File: src/rtl/bcd_counter_ndigit_pkg.sv
// Shared BCD digit type, digit limits and per-digit arithmetic helpers.
// Every helper returns {flag, digit}:
//   bcd_inc   - flag = carry out (the digit was 9 and rolled to 0)
//   bcd_dec   - flag = borrow out (the digit was 0 and rolled to 9)
//   bcd_clamp - flag = the input nibble was out of range and was clamped
package bcd_cnt_pkg;

    typedef logic [3:0] bcd_t;

    localparam bcd_t BCD_MAX = 4'd9;
    localparam bcd_t BCD_MIN = 4'd0;

    function automatic logic [4:0] bcd_clamp(input bcd_t d);
        if (d > BCD_MAX) begin
            return {1'b1, BCD_MAX};
        end
        return {1'b0, d};
    endfunction

    function automatic logic [4:0] bcd_inc(input bcd_t d);
        if (d >= BCD_MAX) begin
            return {1'b1, BCD_MIN};
        end
        return {1'b0, d + 4'd1};
    endfunction

    function automatic logic [4:0] bcd_dec(input bcd_t d);
        if (d == BCD_MIN) begin
            return {1'b1, BCD_MAX};
        end
        return {1'b0, d - 4'd1};
    endfunction

endpackage

File: src/rtl/bcd_counter_ndigit_if.sv
// Control and display bus of the N-digit BCD counter.
// The master side drives the controls and reads the count; the counter
// itself attaches through the slave modport.
// Optional macro: BCD_CNT_DOWN_EN adds the i_Down direction control.
interface bcd_counter_ndigit_if #(
    parameter int DIGITS = 2
);
    logic                  i_Enable;
    logic                  i_Clear;
    logic                  i_Load;
    logic [4*DIGITS-1:0]   i_Load_Value;
`ifdef BCD_CNT_DOWN_EN
    logic                  i_Down;
`endif
    logic [4*DIGITS-1:0]   o_Digits;
    logic                  o_Tick;
    logic                  o_Wrap;
    logic                  o_Zero;

`ifdef BCD_CNT_DOWN_EN
    modport master (
        output i_Enable, i_Clear, i_Load, i_Load_Value, i_Down,
        input  o_Digits, o_Tick, o_Wrap, o_Zero
    );
    modport slave (
        input  i_Enable, i_Clear, i_Load, i_Load_Value, i_Down,
        output o_Digits, o_Tick, o_Wrap, o_Zero
    );
`else
    modport master (
        output i_Enable, i_Clear, i_Load, i_Load_Value,
        input  o_Digits, o_Tick, o_Wrap, o_Zero
    );
    modport slave (
        input  i_Enable, i_Clear, i_Load, i_Load_Value,
        output o_Digits, o_Tick, o_Wrap, o_Zero
    );
`endif

endinterface

File: src/rtl/bcd_counter_ndigit_tick_gen.sv
// Clock-enable prescaler: emits a registered one-cycle tick every
// CLK_HZ/TICK_HZ enabled cycles. Pausing holds the phase so a resumed
// interval continues where it stopped; clear restarts the interval.
module tick_gen #(
    parameter int CLK_HZ  = 25000000,
    parameter int TICK_HZ = 1
) (
    input  logic i_Clk,
    input  logic i_Rst_n,
    input  logic i_Enable,
    input  logic i_Clear,
    output logic o_Tick
);
    localparam int DIV = CLK_HZ / TICK_HZ;
    localparam int PW  = (DIV >= 2) ? $clog2(DIV) : 1;
    localparam logic [PW-1:0] P_LAST = PW'(DIV - 1);

    if (DIV < 2) begin : g_bad_div
        $error("tick_gen: CLK_HZ/TICK_HZ must be at least 2");
    end

    logic [PW-1:0] p_q;
    logic [PW-1:0] p_d;
    logic          tick_q;
    logic          tick_d;

    // Next phase and tick: clear restarts, pause holds the phase and drops the tick.
    always_comb begin
        p_d    = p_q;
        tick_d = 1'b0;
        if (i_Clear) begin
            p_d = '0;
        end else if (i_Enable) begin
            if (p_q == P_LAST) begin
                p_d    = '0;
                tick_d = 1'b1;
            end else begin
                p_d = p_q + PW'(1);
            end
        end
    end

    // Prescaler phase and tick registers.
    always_ff @(posedge i_Clk or negedge i_Rst_n) begin
        if (!i_Rst_n) begin
            p_q    <= '0;
            tick_q <= 1'b0;
        end else begin
            p_q    <= p_d;
            tick_q <= tick_d;
        end
    end

    assign o_Tick = tick_q;

endmodule

File: src/rtl/bcd_counter_ndigit.sv
// N-digit BCD counter with built-in tick prescaler, pause, synchronous
// clear, clamped parallel load and wrap/saturate at the limits.
// Optional macro: BCD_CNT_DOWN_EN adds down-counting via bus.i_Down.
// Each digit works out its own stepped value and limit flag; the carry
// (or borrow) into a digit is the AND of the limit flags below it, so the
// chain is a lookahead rather than a ripple through the stepped values.
module bcd_counter_ndigit
    import bcd_cnt_pkg::*;
#(
    parameter int CLK_HZ   = 25000000,
    parameter int TICK_HZ  = 1,
    parameter int DIGITS   = 2,
    parameter int SATURATE = 0
) (
    input  logic                 i_Clk,
    input  logic                 i_Rst_n,
    bcd_counter_ndigit_if.slave  bus
);
    if (DIGITS < 1 || DIGITS > 8) begin : g_bad_digits
        $error("bcd_counter_ndigit: DIGITS must be in 1..8");
    end

    logic                    tick;
    logic                    count_en;
    logic                    limit;
    logic [DIGITS-1:0]       at_lim;
    logic [DIGITS-1:0]       carry_in;
    bcd_t [DIGITS-1:0]       step_digit;
    bcd_t [DIGITS-1:0]       load_digit;
    bcd_t [DIGITS-1:0]       digits_q;
    bcd_t [DIGITS-1:0]       digits_d;
    logic                    wrap_q;
    logic                    wrap_d;

    tick_gen #(
        .CLK_HZ  (CLK_HZ),
        .TICK_HZ (TICK_HZ)
    ) u_tick_gen (
        .i_Clk    (i_Clk),
        .i_Rst_n  (i_Rst_n),
        .i_Enable (bus.i_Enable),
        .i_Clear  (bus.i_Clear),
        .o_Tick   (tick)
    );

    // A tick only counts if the counter is still enabled when it is seen.
    assign count_en = tick & bus.i_Enable;

    for (genvar gi = 0; gi < DIGITS; gi++) begin : g_digit
        logic [4:0] inc_r;
        logic [4:0] step_r;
        logic [4:0] clamp_r;
`ifdef BCD_CNT_DOWN_EN
        logic [4:0] dec_r;

        assign dec_r  = bcd_dec(digits_q[gi]);
        assign inc_r  = bcd_inc(digits_q[gi]);
        assign step_r = bus.i_Down ? dec_r : inc_r;
`else
        assign inc_r  = bcd_inc(digits_q[gi]);
        assign step_r = inc_r;
`endif
        assign at_lim[gi] = step_r[4];

        if (gi == 0) begin : g_lsd
            assign carry_in[gi] = count_en;
        end else begin : g_upper
            assign carry_in[gi] = count_en & (&at_lim[gi-1:0]);
        end

        assign step_digit[gi] = carry_in[gi] ? step_r[3:0] : digits_q[gi];

        assign clamp_r        = bcd_clamp(bus.i_Load_Value[4*gi +: 4]);
        assign load_digit[gi] = clamp_r[4] ? BCD_MAX : clamp_r[3:0];
    end

    // Every digit at its limit while counting means the whole count overflows.
    assign limit = count_en & (&at_lim);

    // Next count: clear beats load beats count; a load swallows a coincident tick.
    always_comb begin
        digits_d = digits_q;
        wrap_d   = 1'b0;
        if (bus.i_Clear) begin
            digits_d = '0;
        end else if (bus.i_Load) begin
            digits_d = load_digit;
        end else if (limit) begin
            wrap_d = 1'b1;
            if (SATURATE == 0) begin
                digits_d = step_digit;
            end
        end else begin
            digits_d = step_digit;
        end
    end

    // Digit and limit-pulse registers.
    always_ff @(posedge i_Clk or negedge i_Rst_n) begin
        if (!i_Rst_n) begin
            digits_q <= '0;
            wrap_q   <= 1'b0;
        end else begin
            digits_q <= digits_d;
            wrap_q   <= wrap_d;
        end
    end

    assign bus.o_Digits = digits_q;
    assign bus.o_Tick   = tick;
    // Masked by clear so a limit pulse never overlaps a clear request.
    assign bus.o_Wrap   = wrap_q & ~bus.i_Clear;
    assign bus.o_Zero   = (digits_q == '0);

endmodule
File: src/flat_wrapper.sv
// flat-port wrapper written by rule: the top's interface ports become plain ports
module bcd_counter_ndigit_flat import bcd_cnt_pkg::*;
#(
    parameter int CLK_HZ   = 25000000,
    parameter int TICK_HZ  = 1,
    parameter int DIGITS   = 2,
    parameter int SATURATE = 0
)
  (i_Clk, i_Rst_n, bus_i_Enable, bus_i_Clear, bus_i_Load, bus_i_Load_Value, bus_o_Digits, bus_o_Tick, bus_o_Wrap, bus_o_Zero);
  bcd_counter_ndigit_if #(.DIGITS(DIGITS)) bus_i ();
  input  logic i_Clk;
  input  logic i_Rst_n;
  input wire logic [$bits(bus_i.i_Enable)-1:0] bus_i_Enable;
  input wire logic [$bits(bus_i.i_Clear)-1:0] bus_i_Clear;
  input wire logic [$bits(bus_i.i_Load)-1:0] bus_i_Load;
  input wire logic [$bits(bus_i.i_Load_Value)-1:0] bus_i_Load_Value;
  output wire logic [$bits(bus_i.o_Digits)-1:0] bus_o_Digits;
  output wire logic [$bits(bus_i.o_Tick)-1:0] bus_o_Tick;
  output wire logic [$bits(bus_i.o_Wrap)-1:0] bus_o_Wrap;
  output wire logic [$bits(bus_i.o_Zero)-1:0] bus_o_Zero;
  assign bus_i.i_Enable = bus_i_Enable;
  assign bus_i.i_Clear = bus_i_Clear;
  assign bus_i.i_Load = bus_i_Load;
  assign bus_i.i_Load_Value = bus_i_Load_Value;
  assign bus_o_Digits = bus_i.o_Digits;
  assign bus_o_Tick = bus_i.o_Tick;
  assign bus_o_Wrap = bus_i.o_Wrap;
  assign bus_o_Zero = bus_i.o_Zero;
  bcd_counter_ndigit #(.CLK_HZ(CLK_HZ), .TICK_HZ(TICK_HZ), .DIGITS(DIGITS), .SATURATE(SATURATE)) u_core (.i_Clk(i_Clk), .i_Rst_n(i_Rst_n), .bus(bus_i));
endmodule
File: config.mk
export PLATFORM = sky130hd
export DESIGN_NAME = bcd_counter_ndigit_flat
export DESIGN_NICKNAME = d
export VERILOG_FILES = /design/src/rtl/bcd_counter_ndigit_pkg.sv /design/src/rtl/bcd_counter_ndigit_if.sv /design/src/rtl/bcd_counter_ndigit_tick_gen.sv /design/src/rtl/bcd_counter_ndigit.sv /design/src/flat_wrapper.sv
export SDC_FILE = /design/constraint.sdc
export NUM_CORES = 1
export LEC_CHECK = 0
export BUFFER_PORTS_ARGS = -buffer_cell sky130_fd_sc_hd__buf_2
export CORE_AREA = 2 2 71 66
export CTS_CLUSTER_SIZE = 25
export DETAILED_ROUTE_END_ITERATION = 7
export DIE_AREA = 0 0 73 68
export PLACE_DENSITY_LB_ADDON = 0.1
export SYNTH_ARGS = -nofsm -noshare
export SYNTH_HDL_FRONTEND = slang
export SYNTH_SLANG_ARGS = --single-unit
File: constraint.sdc
create_clock -name i_Clk -period 1.95 [get_ports i_Clk]
set_input_delay 0.585 -clock i_Clk [delete_from_list [all_inputs] [get_ports i_Clk]]
set_output_delay 0.585 -clock i_Clk [all_outputs]
set_load 0.01 [all_outputs]
==> qor.log <==
qor: global_route.grt_pass1_wl 8880 microns
qor: critical_path.cp.required 1.36 ns
qor: pwr.leakagePower 1.202 nW
qor: clock_network.holdBufCountCts 0
qor: global_route.grt_start_max_net_pins 26
qor: timing.setup_violations 1
qor: critical_path.end_kind output port
qor: logic_synthesis.synth_area_leaders sky130_fd_sc_hd__dfrtp_1 41%, sky130_fd_sc_hd__ha_1 4.7%, sky130_fd_sc_hd__nor2_1 4.2%
qor: floorplan.placeableCoreArea 4288 sq um
qor: pwr.netSwitchingFraction 26.27%
qor: critical_path.reg2reg_slack 0.04 ns
qor: timing.finalHoldViolations 0
qor: detailed_routing.routed_wirelength 5277 microns
qor: pwr.power.share.combinational 17.8%
qor: clock_network.cts_max_path_buffers 2
qor: hold_path.worst_hold_path_type primary input to async pin
qor: global_route.grt_usage 23.36%
qor: timing.setup_total_negative_slack -0.2796 ns
qor: timing.tightest_slew 0.5707 ns
qor: timing.fin_ws -0.2796 ns
qor: timing.max_clock_freq 448.5 MHz
qor: logic_synthesis.synth-edff-count 0
qor: detailed_routing.post_drt_wl_per_cell 15.21 microns
qor: logic_synthesis.synth_sequential_area_ratio 40.91%
qor: clock_network.cts_tree done
qor: critical_path.timing.setup.critical_path_class flop to output port
qor: pwr.vdd_drop_max 0.4514 mV
qor: detailed_routing.drt_first_iter_violations 121
qor: logic_synthesis.netlist_top_cells_count 35 x sky130_fd_sc_hd__dfrtp_1, 24 x sky130_fd_sc_hd__nor2_1, 20 x sky130_fd_sc_hd__nand2_1
qor: layout.area.growth.synth_to_final 29.40%
qor: logic_synthesis.synth_most_common_cell sky130_fd_sc_hd__dfrtp_1
qor: logic_synthesis.leading_area_contributor_after_synthesis sky130_fd_sc_hd__dfrtp_1
qor: placed_design.place_ws -0.04583 ns
qor: pwr.seqPwrFrac 48.0%
qor: layout.antenna_cells_inserted 0
qor: pwr.netSwitchingPower 0.0004152 W
qor: floorplan.floorplan.initialDensity 49.93%
qor: layout.final_net_count 317
qor: logic_synthesis.synth_largest_type_area_fraction 40.91%
qor: timing.final.min_clock_period 2.230 ns
qor: timing.relSlewSlack 61.96%
qor: floorplan.core.rowCount 23
qor: pwr.power.clock.fraction 34.2%
qor: floorplan.floorplan.die.height 68 microns
qor: logic_synthesis.postSynth.asyncResetShare 100.0%
qor: clock_network.cts.root.buffer_cell sky130_fd_sc_hd__clkbuf_8
qor: critical_path.worstSetupStartpointType flop
qor: timing.final.setup_skew 0.008976 ns
qor: layout.finish.cell_count_without_fillers 347
qor: detailed_routing.postRouteAntennaNets 0
qor: global_route.antenna_found_initial 0
qor: clock_network.clock_sink_count 35
qor: logic_synthesis.synth_warnings 0
qor: global_route.grt_remaining_overflow 0
qor: timing.drv_slew 0
qor: detailed_routing.vias 2035
qor: timing.setup_repair_after_global_routing_missed_its_margin true
qor: logic_synthesis.synth_ff_type sky130_fd_sc_hd__dfrtp_1
qor: placed_design.port-buffer-count 23
qor: placed_design.dpl.cell_count 335
qor: status.status finished with violations
qor: logic_synthesis.postSynthRegisterBits 35
qor: clock_network.cts.htree.levels 2
qor: layout.drive_gt1_share 32.66%
qor: clock_network.clk_pin_slew_worst_paths 0.07 ns
qor: status.violated_checks negative setup slack
qor: pwr.pwr_density_cell 570.6 nW/um^2
qor: logic_synthesis.synthesis.nets 258
qor: pwr.internal_power 0.001165 W
qor: floorplan.die_width 73 microns
qor: detailed_routing.vias_per_cell 5.865
qor: logic_synthesis.count_of_cell_types_in_the_netlist 49
qor: placed_design.hpwl 3802 microns
qor: floorplan.i_o_pin_count 24
qor: critical_path.path_max_fanout 2
qor: logic_synthesis.post_synth_instance_area 2141 sq um
qor: timing.finalCritPeriodShare 114.3%
qor: critical_path.critical_path_arrival 1.64 ns
qor: detailed_routing.drt_first_pass_iters 5
qor: flow_run.timing.max_cap.violations 0
qor: global_route.grt_pass1_vias 1846
qor: detailed_routing.detail_route.drc_violations 0
qor: clock_network.clock_insertion_delay_worst_skew 0.29 ns
qor: logic_synthesis.syn-instance-count 237
qor: placed_design.place.gp.congestion 0.8372
qor: logic_synthesis.postSynthAreaPerCell 9.033 sq um
qor: clock_network.cts_inserted_buffers 5
qor: floorplan.die_footprint 4964 sq um
## power by group through the flow
stage / Sequential [W] / Combinational [W] / Clock [W]
2_1_floorplan: 0.000789 / 0.000119 / 0
3_3_place_gp: 0.000772 / 0.000252 / 0
3_5_place_dp: 0.000772 / 0.000253 / 0
4_1_cts: 0.000759 / 0.000273 / 0.000552
5_1_grt: 0.000761 / 0.000315 / 0.000597
6_report: 0.000759 / 0.000282 / 0.000540
## area by class of cell
| type | instances | area (sq um) |
|---|---|---|
| Tap cell | 50 | 62.56 |
| Clock inverter | 1 | 5.005 |
| Sequential cell | 35 | 877.1 |
| Inverter | 7 | 26.28 |
| Multi-Input combinational cell | 183 | 1274 |
| Fill cell | 376 | 1518 |
| Clock buffer | 7 | 86.33 |
| Timing Repair Buffer | 64 | 439.2 |
## repair_timing
action,CTS,global route
gates resized for setup,7,7
pin swaps,2,4
endpoints found under the setup margin,2,10
buffers inserted,2,2
## placed cells by master, fill, tap and decap left out, types with 2 or more instances in the layout
cell type                   instances
sky130_fd_sc_hd__nor2b_1            2
sky130_fd_sc_hd__o211ai_1           2
sky130_fd_sc_hd__inv_2              2
sky130_fd_sc_hd__xnor2_1            9
sky130_fd_sc_hd__nand4_1            8
sky130_fd_sc_hd__or3_1              9
sky130_fd_sc_hd__buf_4             39
sky130_fd_sc_hd__a21oi_1           12
sky130_fd_sc_hd__nand3_1            8
sky130_fd_sc_hd__or4_4              2
sky130_fd_sc_hd__xor2_1             5
sky130_fd_sc_hd__nand3b_1           3
sky130_fd_sc_hd__buf_2             23
sky130_fd_sc_hd__nand4_2            2
sky130_fd_sc_hd__nand2_1           20
sky130_fd_sc_hd__or2_2              2
sky130_fd_sc_hd__o21ai_0           12
sky130_fd_sc_hd__clkbuf_8           6
sky130_fd_sc_hd__ha_1               6
sky130_fd_sc_hd__nor2_1            24
sky130_fd_sc_hd__a22o_1             5
sky130_fd_sc_hd__or4_1              3
sky130_fd_sc_hd__o21a_1             2
sky130_fd_sc_hd__or4b_4             2
sky130_fd_sc_hd__inv_1              5
sky130_fd_sc_hd__nor4b_1            4
sky130_fd_sc_hd__dfrtp_1           34
sky130_fd_sc_hd__a31oi_1            2
sky130_fd_sc_hd__o2111ai_1          2
sky130_fd_sc_hd__nor4_1             5
sky130_fd_sc_hd__nor3_1             5
## metrics by stage
| step | utilization (%) | hold slack [ns] | area (sq um) | total power, W |
|---|---|---|---|---|
| floorplan | - | 0.2894 | 2205 | 0.0009084 |
| global placement | 60.37 | 0.5902 | 2589 | 0.001024 |
| detailed placement | 60.37 | 0.6002 | 2589 | 0.001025 |
| CTS | 63.44 | 0.2972 | 2720 | 0.001584 |
| global route | 64.60 | 0.3138 | 2770 | 0.001673 |
| finish | 64.60 | 0.2866 | 2770 | 0.001581 |
## sequential cells by signal (all words and copies together), names as in the netlist
| register | cells |
|---|---|
| u_core.u_tick_gen.o_Tick | 1 |
| u_core.u_tick_gen.p_q | 25 |
| u_core.wrap_q | 1 |
| u_core.bus.o_Digits | 8 |
## final timing paths
path	start	endpoint	cells after the start
max reg2reg	u_core.u_tick_gen.p_q[0]	u_core.u_tick_gen.p_q[24]	6
max in group asynchronous	i_Rst_n	u_core.u_tick_gen.p_q[21]	2
min	i_Rst_n	u_core.u_tick_gen.p_q[16]	1
max	u_core.bus.o_Digits[1]	bus_o_Zero	5
min reg2reg	u_core.u_tick_gen.p_q[22]	u_core.u_tick_gen.p_q[22]	2
min in group i_Clk	bus_i_Load_Value[7]	u_core.bus.o_Digits[4]	3
## layer usage
metal	share of wire [%]	wire length (microns)	GRT usage (%)	up-vias
met5	0	0	0	-
met4	0.83	44	6.944	0
met3	2.9	151	5.155	4
met2	44	2304	32.09	26
met1	53	2776	36.03	1006
li1	-	-	-	999
## worst max-delay path, cell delays in order, from the launching register on
cell and delay, ns:
sky130_fd_sc_hd__dfrtp_1 0.39, sky130_fd_sc_hd__inv_2 0.08, sky130_fd_sc_hd__ha_4 0.13, sky130_fd_sc_hd__or4b_4 0.46
sky130_fd_sc_hd__nor3b_2 0.15, sky130_fd_sc_hd__buf_2 0.14
## kinds of logic (layout without fill, tap and decap cells)
| logic type | after synthesis | after routing | share of synthesized area [%] |
|---|---|---|---|
| AO/OA/AOI/OAI | 49 | 49 | 15.31 |
| XOR/XNOR | 14 | 14 | 5.728 |
| adder cells (fa/ha/maj) | 8 | 8 | 4.676 |
| buffers and inverters | 19 | 79 | 3.565 |
| flip-flops | 35 | 35 | 40.91 |
| multiplexers | 2 | 2 | 0.9936 |
| AND/OR/NAND/NOR | 110 | 110 | 28.81 |
Note: power is estimated with default switching activity, not from simulation.
